$ cat config.mk
export PLATFORM = sky130hd
export DESIGN_NAME = wave_uart_sender_flat
export DESIGN_NICKNAME = d
export VERILOG_FILES = /design/src/rtl/wave_uart_sender_if.sv /design/src/rtl/wave_uart_sender.sv /design/src/flat_wrapper.sv
export SDC_FILE = /design/constraint.sdc
export NUM_CORES = 1
export LEC_CHECK = 0
export CORE_MARGIN = 4
export CORE_UTILIZATION = 60
export CTS_CLUSTER_DIAMETER = 200
export DETAILED_ROUTE_END_ITERATION = 10
export GPL_ROUTABILITY_DRIVEN = 0
export HOLD_SLACK_MARGIN = 0.03
export PLACE_DENSITY = 0.82
export SLEW_MARGIN = 25
export SYNTH_ARGS = -nofsm -noshare
export SYNTH_HDL_FRONTEND = slang
export SYNTH_SLANG_ARGS = --single-unit
$ cat constraint.sdc
create_clock -name clk -period 2.6 [get_ports clk]
set_clock_uncertainty 0.15 [all_clocks]
set_input_delay 0.78 -clock clk [delete_from_list [all_inputs] [get_ports clk]]
set_output_delay 0.78 -clock clk [all_outputs]
set_load 0.03 [all_outputs]
$ cat src/rtl/wave_uart_sender_if.sv
// Bus between the waveform UART sender, its requester and the sample buffer.
// The slave modport is the sender itself; the master modport is the host/buffer side.
interface wave_uart_sender_if;
    logic        start;
    logic [15:0] wavenum;
    logic [11:0] rd_data;
    logic [9:0]  rd_addr;
    logic        UART_TX;
    logic        busy;
    logic        done;

    modport slave (
        input  start,
        input  wavenum,
        input  rd_data,
        output rd_addr,
        output UART_TX,
        output busy,
        output done
    );

    modport master (
        output start,
        output wavenum,
        output rd_data,
        input  rd_addr,
        input  UART_TX,
        input  busy,
        input  done
    );
endinterface

$ cat src/rtl/wave_uart_sender.sv
// Serialises one waveform frame (header, wavenum, 12-bit samples, trailer) as 8N1 UART.
// A one-byte holding register lets the control FSM run a byte ahead of the line, so frames are gapless.
module wave_uart_sender #(
    parameter int unsigned CLKS_PER_BIT = 434,
    parameter int unsigned NUM_SAMPLES  = 1000
) (
    input logic               clk,
    input logic               reset,
    wave_uart_sender_if.slave bus
);

    localparam int unsigned CNT_W = (CLKS_PER_BIT > 1) ? $clog2(CLKS_PER_BIT) : 1;
    localparam logic [CNT_W-1:0] CNT_LAST  = CNT_W'(CLKS_PER_BIT - 1);
    localparam logic [9:0]       LAST_ADDR = 10'(NUM_SAMPLES - 1);
    localparam logic [3:0]       STOP_IDX  = 4'd9;

    localparam logic [2:0] S_IDLE    = 3'd0;
    localparam logic [2:0] S_HEADER  = 3'd1;
    localparam logic [2:0] S_FETCH   = 3'd2;
    localparam logic [2:0] S_SEND_HI = 3'd3;
    localparam logic [2:0] S_SEND_LO = 3'd4;
    localparam logic [2:0] S_TRAILER = 3'd5;
    localparam logic [2:0] S_DONE    = 3'd6;

    logic [2:0]       state_q,    state_d;
    logic [15:0]      wavenum_q,  wavenum_d;
    logic [11:0]      sample_q,   sample_d;
    logic [9:0]       addr_q,     addr_d;
    logic             hdr_idx_q,  hdr_idx_d;
    logic             fetch_ph_q, fetch_ph_d;
    logic             tail_q,     tail_d;
    logic [7:0]       nb_q,       nb_d;
    logic             nb_valid_q, nb_valid_d;
    logic             active_q,   active_d;
    logic [7:0]       shift_q,    shift_d;
    logic [3:0]       bit_idx_q,  bit_idx_d;
    logic [CNT_W-1:0] clk_cnt_q,  clk_cnt_d;
    logic             tx_q,       tx_d;
    logic             busy_q,     busy_d;
    logic             done_q,     done_d;
    logic             byte_end_c;

    assign byte_end_c = active_q && (clk_cnt_q == CNT_LAST) && (bit_idx_q == STOP_IDX);

    // Next-state logic: line shifter first, then the byte-sequencing FSM.
    always_comb begin
        state_d    = state_q;
        wavenum_d  = wavenum_q;
        sample_d   = sample_q;
        addr_d     = addr_q;
        hdr_idx_d  = hdr_idx_q;
        fetch_ph_d = fetch_ph_q;
        tail_d     = tail_q;
        nb_d       = nb_q;
        nb_valid_d = nb_valid_q;
        active_d   = active_q;
        shift_d    = shift_q;
        bit_idx_d  = bit_idx_q;
        clk_cnt_d  = clk_cnt_q;
        tx_d       = tx_q;
        busy_d     = busy_q;
        done_d     = 1'b0;

        // Bit 0 is the start bit, 1..8 data LSB first, 9 the stop bit.
        if (active_q) begin
            if (clk_cnt_q == CNT_LAST) begin
                clk_cnt_d = '0;
                if (bit_idx_q == STOP_IDX) begin
                    if (nb_valid_q) begin
                        shift_d    = nb_q;
                        nb_valid_d = 1'b0;
                        bit_idx_d  = '0;
                        tx_d       = 1'b0;
                    end else begin
                        active_d = 1'b0;
                    end
                end else begin
                    bit_idx_d = bit_idx_q + 4'd1;
                    tx_d      = (bit_idx_q == 4'd8) ? 1'b1 : shift_q[bit_idx_q[2:0]];
                end
            end else begin
                clk_cnt_d = clk_cnt_q + CNT_W'(1);
            end
        end

        case (state_q)
            S_IDLE: begin
                if (bus.start) begin
                    state_d   = S_HEADER;
                    busy_d    = 1'b1;
                    wavenum_d = bus.wavenum;
                    hdr_idx_d = 1'b0;
                    tail_d    = 1'b0;
                    active_d  = 1'b1;
                    shift_d   = 8'hAA;
                    bit_idx_d = '0;
                    clk_cnt_d = '0;
                    tx_d      = 1'b0;
                end
            end
            S_HEADER: begin
                if (!nb_valid_q) begin
                    nb_valid_d = 1'b1;
                    if (!hdr_idx_q) begin
                        nb_d      = wavenum_q[15:8];
                        hdr_idx_d = 1'b1;
                    end else begin
                        nb_d       = wavenum_q[7:0];
                        addr_d     = '0;
                        fetch_ph_d = 1'b0;
                        state_d    = S_FETCH;
                    end
                end
            end
            S_FETCH: begin
                // First cycle presents the address, second captures the buffer output.
                if (!fetch_ph_q) begin
                    fetch_ph_d = 1'b1;
                end else begin
                    sample_d = bus.rd_data;
                    state_d  = S_SEND_HI;
                end
            end
            S_SEND_HI: begin
                if (!nb_valid_q) begin
                    nb_d       = {4'h0, sample_q[11:8]};
                    nb_valid_d = 1'b1;
                    state_d    = S_SEND_LO;
                end
            end
            S_SEND_LO: begin
                if (!nb_valid_q) begin
                    nb_d       = sample_q[7:0];
                    nb_valid_d = 1'b1;
                    if (addr_q == LAST_ADDR) begin
                        state_d = S_TRAILER;
                    end else begin
                        addr_d     = addr_q + 10'd1;
                        fetch_ph_d = 1'b0;
                        state_d    = S_FETCH;
                    end
                end
            end
            S_TRAILER: begin
                // Queue 0x55, then finish on the edge its stop bit ends.
                if (!tail_q) begin
                    if (!nb_valid_q) begin
                        nb_d       = 8'h55;
                        nb_valid_d = 1'b1;
                        tail_d     = 1'b1;
                    end
                end else if (byte_end_c && !nb_valid_q) begin
                    state_d = S_DONE;
                    done_d  = 1'b1;
                    busy_d  = 1'b0;
                end
            end
            S_DONE: begin
                state_d = S_IDLE;
            end
            default: begin
                state_d = S_IDLE;
            end
        endcase
    end

    always_ff @(posedge clk) begin
        if (reset) begin
            state_q    <= S_IDLE;
            wavenum_q  <= '0;
            sample_q   <= '0;
            addr_q     <= '0;
            hdr_idx_q  <= 1'b0;
            fetch_ph_q <= 1'b0;
            tail_q     <= 1'b0;
            nb_q       <= '0;
            nb_valid_q <= 1'b0;
            active_q   <= 1'b0;
            shift_q    <= '0;
            bit_idx_q  <= '0;
            clk_cnt_q  <= '0;
            tx_q       <= 1'b1;
            busy_q     <= 1'b0;
            done_q     <= 1'b0;
        end else begin
            state_q    <= state_d;
            wavenum_q  <= wavenum_d;
            sample_q   <= sample_d;
            addr_q     <= addr_d;
            hdr_idx_q  <= hdr_idx_d;
            fetch_ph_q <= fetch_ph_d;
            tail_q     <= tail_d;
            nb_q       <= nb_d;
            nb_valid_q <= nb_valid_d;
            active_q   <= active_d;
            shift_q    <= shift_d;
            bit_idx_q  <= bit_idx_d;
            clk_cnt_q  <= clk_cnt_d;
            tx_q       <= tx_d;
            busy_q     <= busy_d;
            done_q     <= done_d;
        end
    end

    assign bus.rd_addr = addr_q;
    assign bus.UART_TX = tx_q;
    assign bus.busy    = busy_q;
    assign bus.done    = done_q;

endmodule

$ cat src/flat_wrapper.sv
// flat-port wrapper written by rule: the top's interface ports become plain ports
module wave_uart_sender_flat 
#(
    parameter int unsigned CLKS_PER_BIT = 434,
    parameter int unsigned NUM_SAMPLES  = 1000
)
  (clk, reset, bus_start, bus_wavenum, bus_rd_data, bus_rd_addr, bus_UART_TX, bus_busy, bus_done);
  wave_uart_sender_if bus_i ();
  input logic clk;
  input logic reset;
  input wire logic [$bits(bus_i.start)-1:0] bus_start;
  input wire logic [$bits(bus_i.wavenum)-1:0] bus_wavenum;
  input wire logic [$bits(bus_i.rd_data)-1:0] bus_rd_data;
  output wire logic [$bits(bus_i.rd_addr)-1:0] bus_rd_addr;
  output wire logic [$bits(bus_i.UART_TX)-1:0] bus_UART_TX;
  output wire logic [$bits(bus_i.busy)-1:0] bus_busy;
  output wire logic [$bits(bus_i.done)-1:0] bus_done;
  assign bus_i.start = bus_start;
  assign bus_i.wavenum = bus_wavenum;
  assign bus_i.rd_data = bus_rd_data;
  assign bus_rd_addr = bus_i.rd_addr;
  assign bus_UART_TX = bus_i.UART_TX;
  assign bus_busy = bus_i.busy;
  assign bus_done = bus_i.done;
  wave_uart_sender #(.CLKS_PER_BIT(CLKS_PER_BIT), .NUM_SAMPLES(NUM_SAMPLES)) u_core (.clk(clk), .reset(reset), .bus(bus_i));
endmodule
======== Word-level counts from Yosys, hierarchy flattened ========
Index checks and enable logic that the tools add are counted.
word-level totals
  flip-flop bits (word level) ............. 78
  bits of input ports ..................... 31
  output and inout bits ................... 13
  logic and storage cells ................. 138
cells by class
  $add $sub $neg .......................... 3
  $lt $le $gt $ge ......................... 1
  equal/unequal tests ..................... 20
  mux-type cells .......................... 75
  bitwise gates (word level) .............. 2
  reduce and logical (&&, ||, !) cells .... 21
operators with widths
  kind                                            number
  2-to-1 mux 8 bit                                12
  2-to-1 mux 10 bit                               4
  2-to-1 mux 9 bit                                4
  case mux 8 bit (4 select lines)                 1
  2-to-1 mux 1 bit                                31
  2-to-1 mux 3 bit                                9
  2-to-1 mux 4 bit                                6
  case mux 10 bit (2 select lines)                1
  case mux 3 bit (6 select lines)                 1
  != test 2 bit (second input constant)           7
  adder 10 x 1 -> 10 bit (second input constant)  1
  == test 10 bit (second input constant)          1
  AND reduction 5 bit                             2
  adder 9 x 1 -> 9 bit (second input constant)    1
  == test 9 bit (second input constant)           1
  == test 4 bit (second input constant)           2
  != test 2 x 1 -> 1 bit (second input constant)  4
  case mux 1 bit (2 select lines)                 4
  AND reduction 8 bit                             1
  == test 3 x 2 -> 1 bit (second input constant)  2
  == test 3 bit (second input constant)           2
  AND reduction 2 bit                             3
  AND reduction 6 bit                             1
  nonzero test 2 bit                              3
  14 further kinds                                18

======== Logic depth before layout (Yosys ltp) ========
Gate-level depths: netlist (run 1).
  depth in word-level cells ............... 8
  mapped depth ............................ 8
  gate-level depth less buffers ........... 6

======== Worst setup path after synthesis (run 1) ========
Ideal clock, no wire load.
  path type ............................... flip-flop to flip-flop
  from .................................... register u_core.addr_q[0], in the netlist u_core.bus.rd_addr[0]
  to ...................................... register u_core.addr_q[2], in the netlist u_core.bus.rd_addr[2]
  setup time .............................. 0.125 ns
  data arrival time ....................... 1.775 ns
  required time ........................... 2.325 ns
  setup slack ............................. 0.550 ns
  cell stages (with the launch flop) ...... 7
  path buffers ............................ 1
  period minus slack after synthesis ...... 2.050 ns
  cells stage by stage .................... dfxtp_1 -> ha_1 -> nor4bb_1 -> and4_1 -> clkbuf_1 -> or4_1 -> a21oi_1
between the ends
  longest elaborated chain between the ends .. 4
  elaborated cells between the ends (all ways) .. 7
  classes of those cells .................. 1 x add/sub; 2 x eq/ne; 3 x mux; 1 x reduce/logical
RTL lines
  item                              RTL line                 text
  start: declaration                wave_uart_sender.sv:28   logic [9:0] addr_q, addr_d;
  start signal: assignment          wave_uart_sender.sv:189  addr_q <= addr_d;
  adder 10 x 1 -> 10 bit            wave_uart_sender.sv:138  addr_d = addr_q + 10'd1;
  2-to-1 mux 10 bit                 wave_uart_sender.sv:135  if (addr_q == LAST_ADDR) begin
  2-to-1 mux 10 bit                 wave_uart_sender.sv:132  if (!nb_valid_q) begin
  case mux 10 bit (2 select lines)  wave_uart_sender.sv:86   case (state_q)
Parallel ways exist; a longest one is shown, timed or not. The select of a mux whose other input is x is not followed.
A chain may end at the register's enable or synchronous reset.

======== Final worst setup path (run 1) ========
  from .................................... register u_core.addr_q[6], in the netlist u_core.bus.rd_addr[6]
  to ...................................... output bus_rd_addr[6]
RTL lines
  item              RTL line            text
  end: declaration  flat_wrapper.sv:14  output wire logic [$bits(bus_i.rd_addr)-1:0] bus_rd_addr;
No word-level cell between the ends.

==> results of run 1 <==
## worst max-delay path by stage
stage / from / end / slack, ns
finish: u_core.bus.rd_addr[6] / bus_rd_addr[6] / 0.17
global route: u_core.bus.rd_addr[6] / bus_rd_addr[6] / 0.11
CTS: u_core.bus.rd_addr[6] / bus_rd_addr[6] / 0.16
detailed placement: bus_start / u_core.state_q[0] / 0.21
global placement: bus_start / u_core.state_q[0] / 0.24
floorplan: u_core.bus.rd_addr[0] / u_core.bus.rd_addr[2] / 0.55
## cell usage in the layout (no fill, tap or decap), drive strengths merged, types with 3 or more instances in the layout
cell / n
a22oi: 3
mux2i: 15
a211o: 3
clkdlybuf4s50: 42
nand2b: 8
o31ai: 3
or2: 3
nand4: 5
nor2: 41
clkinv: 3
inv: 7
nand3: 9
a2bb2oi: 4
buf: 12
o21ai: 11
and4: 5
mux2: 5
or4: 3
o32ai: 3
a2111oi: 4
a21oi: 51
nor2b: 3
dfxtp: 78
nand2: 73
a211oi: 7
a22o: 4
nor3: 6
xnor2: 10
xor2: 4
clkbuf: 10
ha: 6
## per-layer routing
metal	share of wire (%)	vias up	global-route usage (%)
met5	0	-	0
met4	2.1	0	9.77
met3	3.9	18	3.99
met2	47	70	37.4
met1	47	1523	31.6
li1	-	1625	-
## metrics by stage
step                worst slack (ns)  utilization, %  instance area, um^2  std cells  hold WS [ns]
floorplan                      0.550               -                 3700        434         0.283
global placement               0.235            70.2                 4180        536         0.289
detailed placement             0.209            70.2                 4180        536         0.297
CTS                            0.160            73.8                 4400        552         0.308
global route                   0.109            73.8                 4400        552         0.333
finish                         0.168            73.8                 4400        552         0.307
## power by group
part	internal [uW]	switching (uW)	total [uW]	leakage, uW
registers	1330	159	1490	0.000634
logic	345	452	797	0.000869
clock network	540	450	990	0.000106
total	2220	1060	3280	0.00161
## cell families after synthesis
kind of cell,Yosys count
simple gates,174
compound gates,106
flops,78
buf+inv,34
mux,22
xor+xnor,14
fa+ha+maj,6
## state kept, by name, indices dropped and copies added, names as in the netlist, 3 cells and up
| name | flops |
|---|---|
| u_core.bit_idx_q | 4 |
| u_core.state_q | 3 |
| u_core.sample_q | 12 |
| u_core.clk_cnt_q | 9 |
| u_core.wavenum_q | 16 |
| u_core.shift_q | 8 |
| u_core.bus.rd_addr | 10 |
| u_core.nb_q | 8 |
## cell type report
class	count	area (um^2)	share of cell area (%)
multi-input cells	322	1990	45.3
repair buffers	54	508	11.6
clock buffers	10	128	2.90
clock inverters	6	86.3	1.96
inverters	7	26.3	0.598
well taps	75	93.8	2.13
flip-flops and latches	78	1560	35.5
==> flow_summary.ini, run 1 <==
[floorplanning]
core-area_um2 = 5960
die_y_um = 86.5
boundaryPins = 44
initial_core_util_pct = 62.1
fp.dieW_um = 86.5
num_rows = 28
dieArea_um2 = 7490

[setup_path]
reg2reg_to = u_core.bus.rd_addr[2]
critical_path_class = reg -> out
reg2reg_slack_ns = 0.32
critical_path_buf_inv_count = 1
critPathMaxFanout = 6
worst-path-stages = 1
end_kind = primary output
crit_path_max_incr_delay_ns = 0.72
crit_family = buffers and inverters
path_cells = clkdlybuf4s50_1
slowest_stage = clkdlybuf4s50_1
start_kind = register
timing.rr.start = u_core.state_q[0]
cp.arrival_ns = 1.50
crit_required_ns = 1.67
ff2ff_path_depth = 4

[grt]
grt_pass1_wl_mm = 14.1
grt_pass1_vias = 3036
grt_max_degree = 32
overflow = 0
antenna_found_initial = 0
grt_usage_pct = 23.5

[yosys]
ys_warn_count = 0
yosys.area_share.simple_pct = 23.2
synth_commonest_cells = dfxtp_1, nand2_1, a21oi_1, nor2_1, clkbuf_1
synthCells = 434
synth_top_cell_area_share_pct = 42.2
synth_seq_area_share_pct = 42.2
synth-seq-cells = 78
synth-xor-area-share_pct = 3.31
synth_edf_count = 0
yosysMostFrequentCell = dfxtp_1
synth_compound_area_share_pct = 18.4
synthesis.area_um2 = 3700
synth_cell_type_count = 59
synth_top_family_by_area = simple AND/OR/NAND/NOR gates
syn-mean-instance-area_um2 = 8.53
synthArstFlopShare_pct = 0
synthAdderAreaFrac_pct = 2.03
synth.area.top_cells = dfxtp_1, nand2_1, a21oi_1
muxShareOfSynthArea_pct = 6.80
syn-num-nets = 471
synth-main-ff-cell = dfxtp_1
netlist.top_cell.by_area = dfxtp_1

[cts]
clk_pin_slew_ns = 0.08
cts_tree = yes
cts_root_buffer = clkbuf_8
postCtsSetupBuffers = 0
clk_path_buf_depth = 2
cts_buffers = 9
cts_resized = 0
clk_latency_ns = 0.35
h-tree-depth = 3
cts_hold_buf = 0
clock-sinks = 78

[cells_and_area]
antenna_cells = 0
fillCellCount = 490
final_nets = 509
area_growth_syn_to_layout_pct = 18.8
drive_gt1_share_pct = 9.01

[sta]
slew_headroom_pct = 57.8
grt_setup_unrepaired = false
timing.final.crit_share_pct = 93.5
tightest_slew_ns = 0.618
finalSetupTns_ns = 0
setup_viol = 0
clock.fmax_ghz = 0.411
period_minus_slack_ns = 2.43
drv_slew = 0
hold_viol = 0

[routing]
routed_wl_mm = 8.46
drc_errors = 0
num_vias = 3236
drt_pass1_iterations = 4
wl_per_cell_um = 15.3
post_drt_via_cell_ratio = 5.86
initialDrtViolationCount = 122
ant_nets = 0

[status]
outcome = finished clean

[run]
maxCapViolCount = 0

[power]
p_leak_uw = 0.00161
ir_worst_vdd_mv = 0.510
power.density_nw_per_um2 = 746
p_total_uw = 3280

[placement]
port_buffers = 43
dp_hpwl_mm = 5.96

[hold_path]
hp-start = u_core.wavenum_q[7]
min_path_cells = 2
hold_end = u_core.wavenum_q[7]
hp-class = reg -> reg
(Power assumes the default switching activity.)
==> inputs of run 2 (changes only) <==
--- a/config.mk
+++ b/config.mk
@@ -12,6 +12,7 @@
 export GPL_ROUTABILITY_DRIVEN = 0
 export HOLD_SLACK_MARGIN = 0.03
 export PLACE_DENSITY = 0.82
+export SETUP_SLACK_MARGIN = 0.1
 export SLEW_MARGIN = 25
 export SYNTH_ARGS = -nofsm -noshare
 export SYNTH_HDL_FRONTEND = slang
==> results of run 2 <==
Final layout, timing and power as in run 1 (identical DEF).
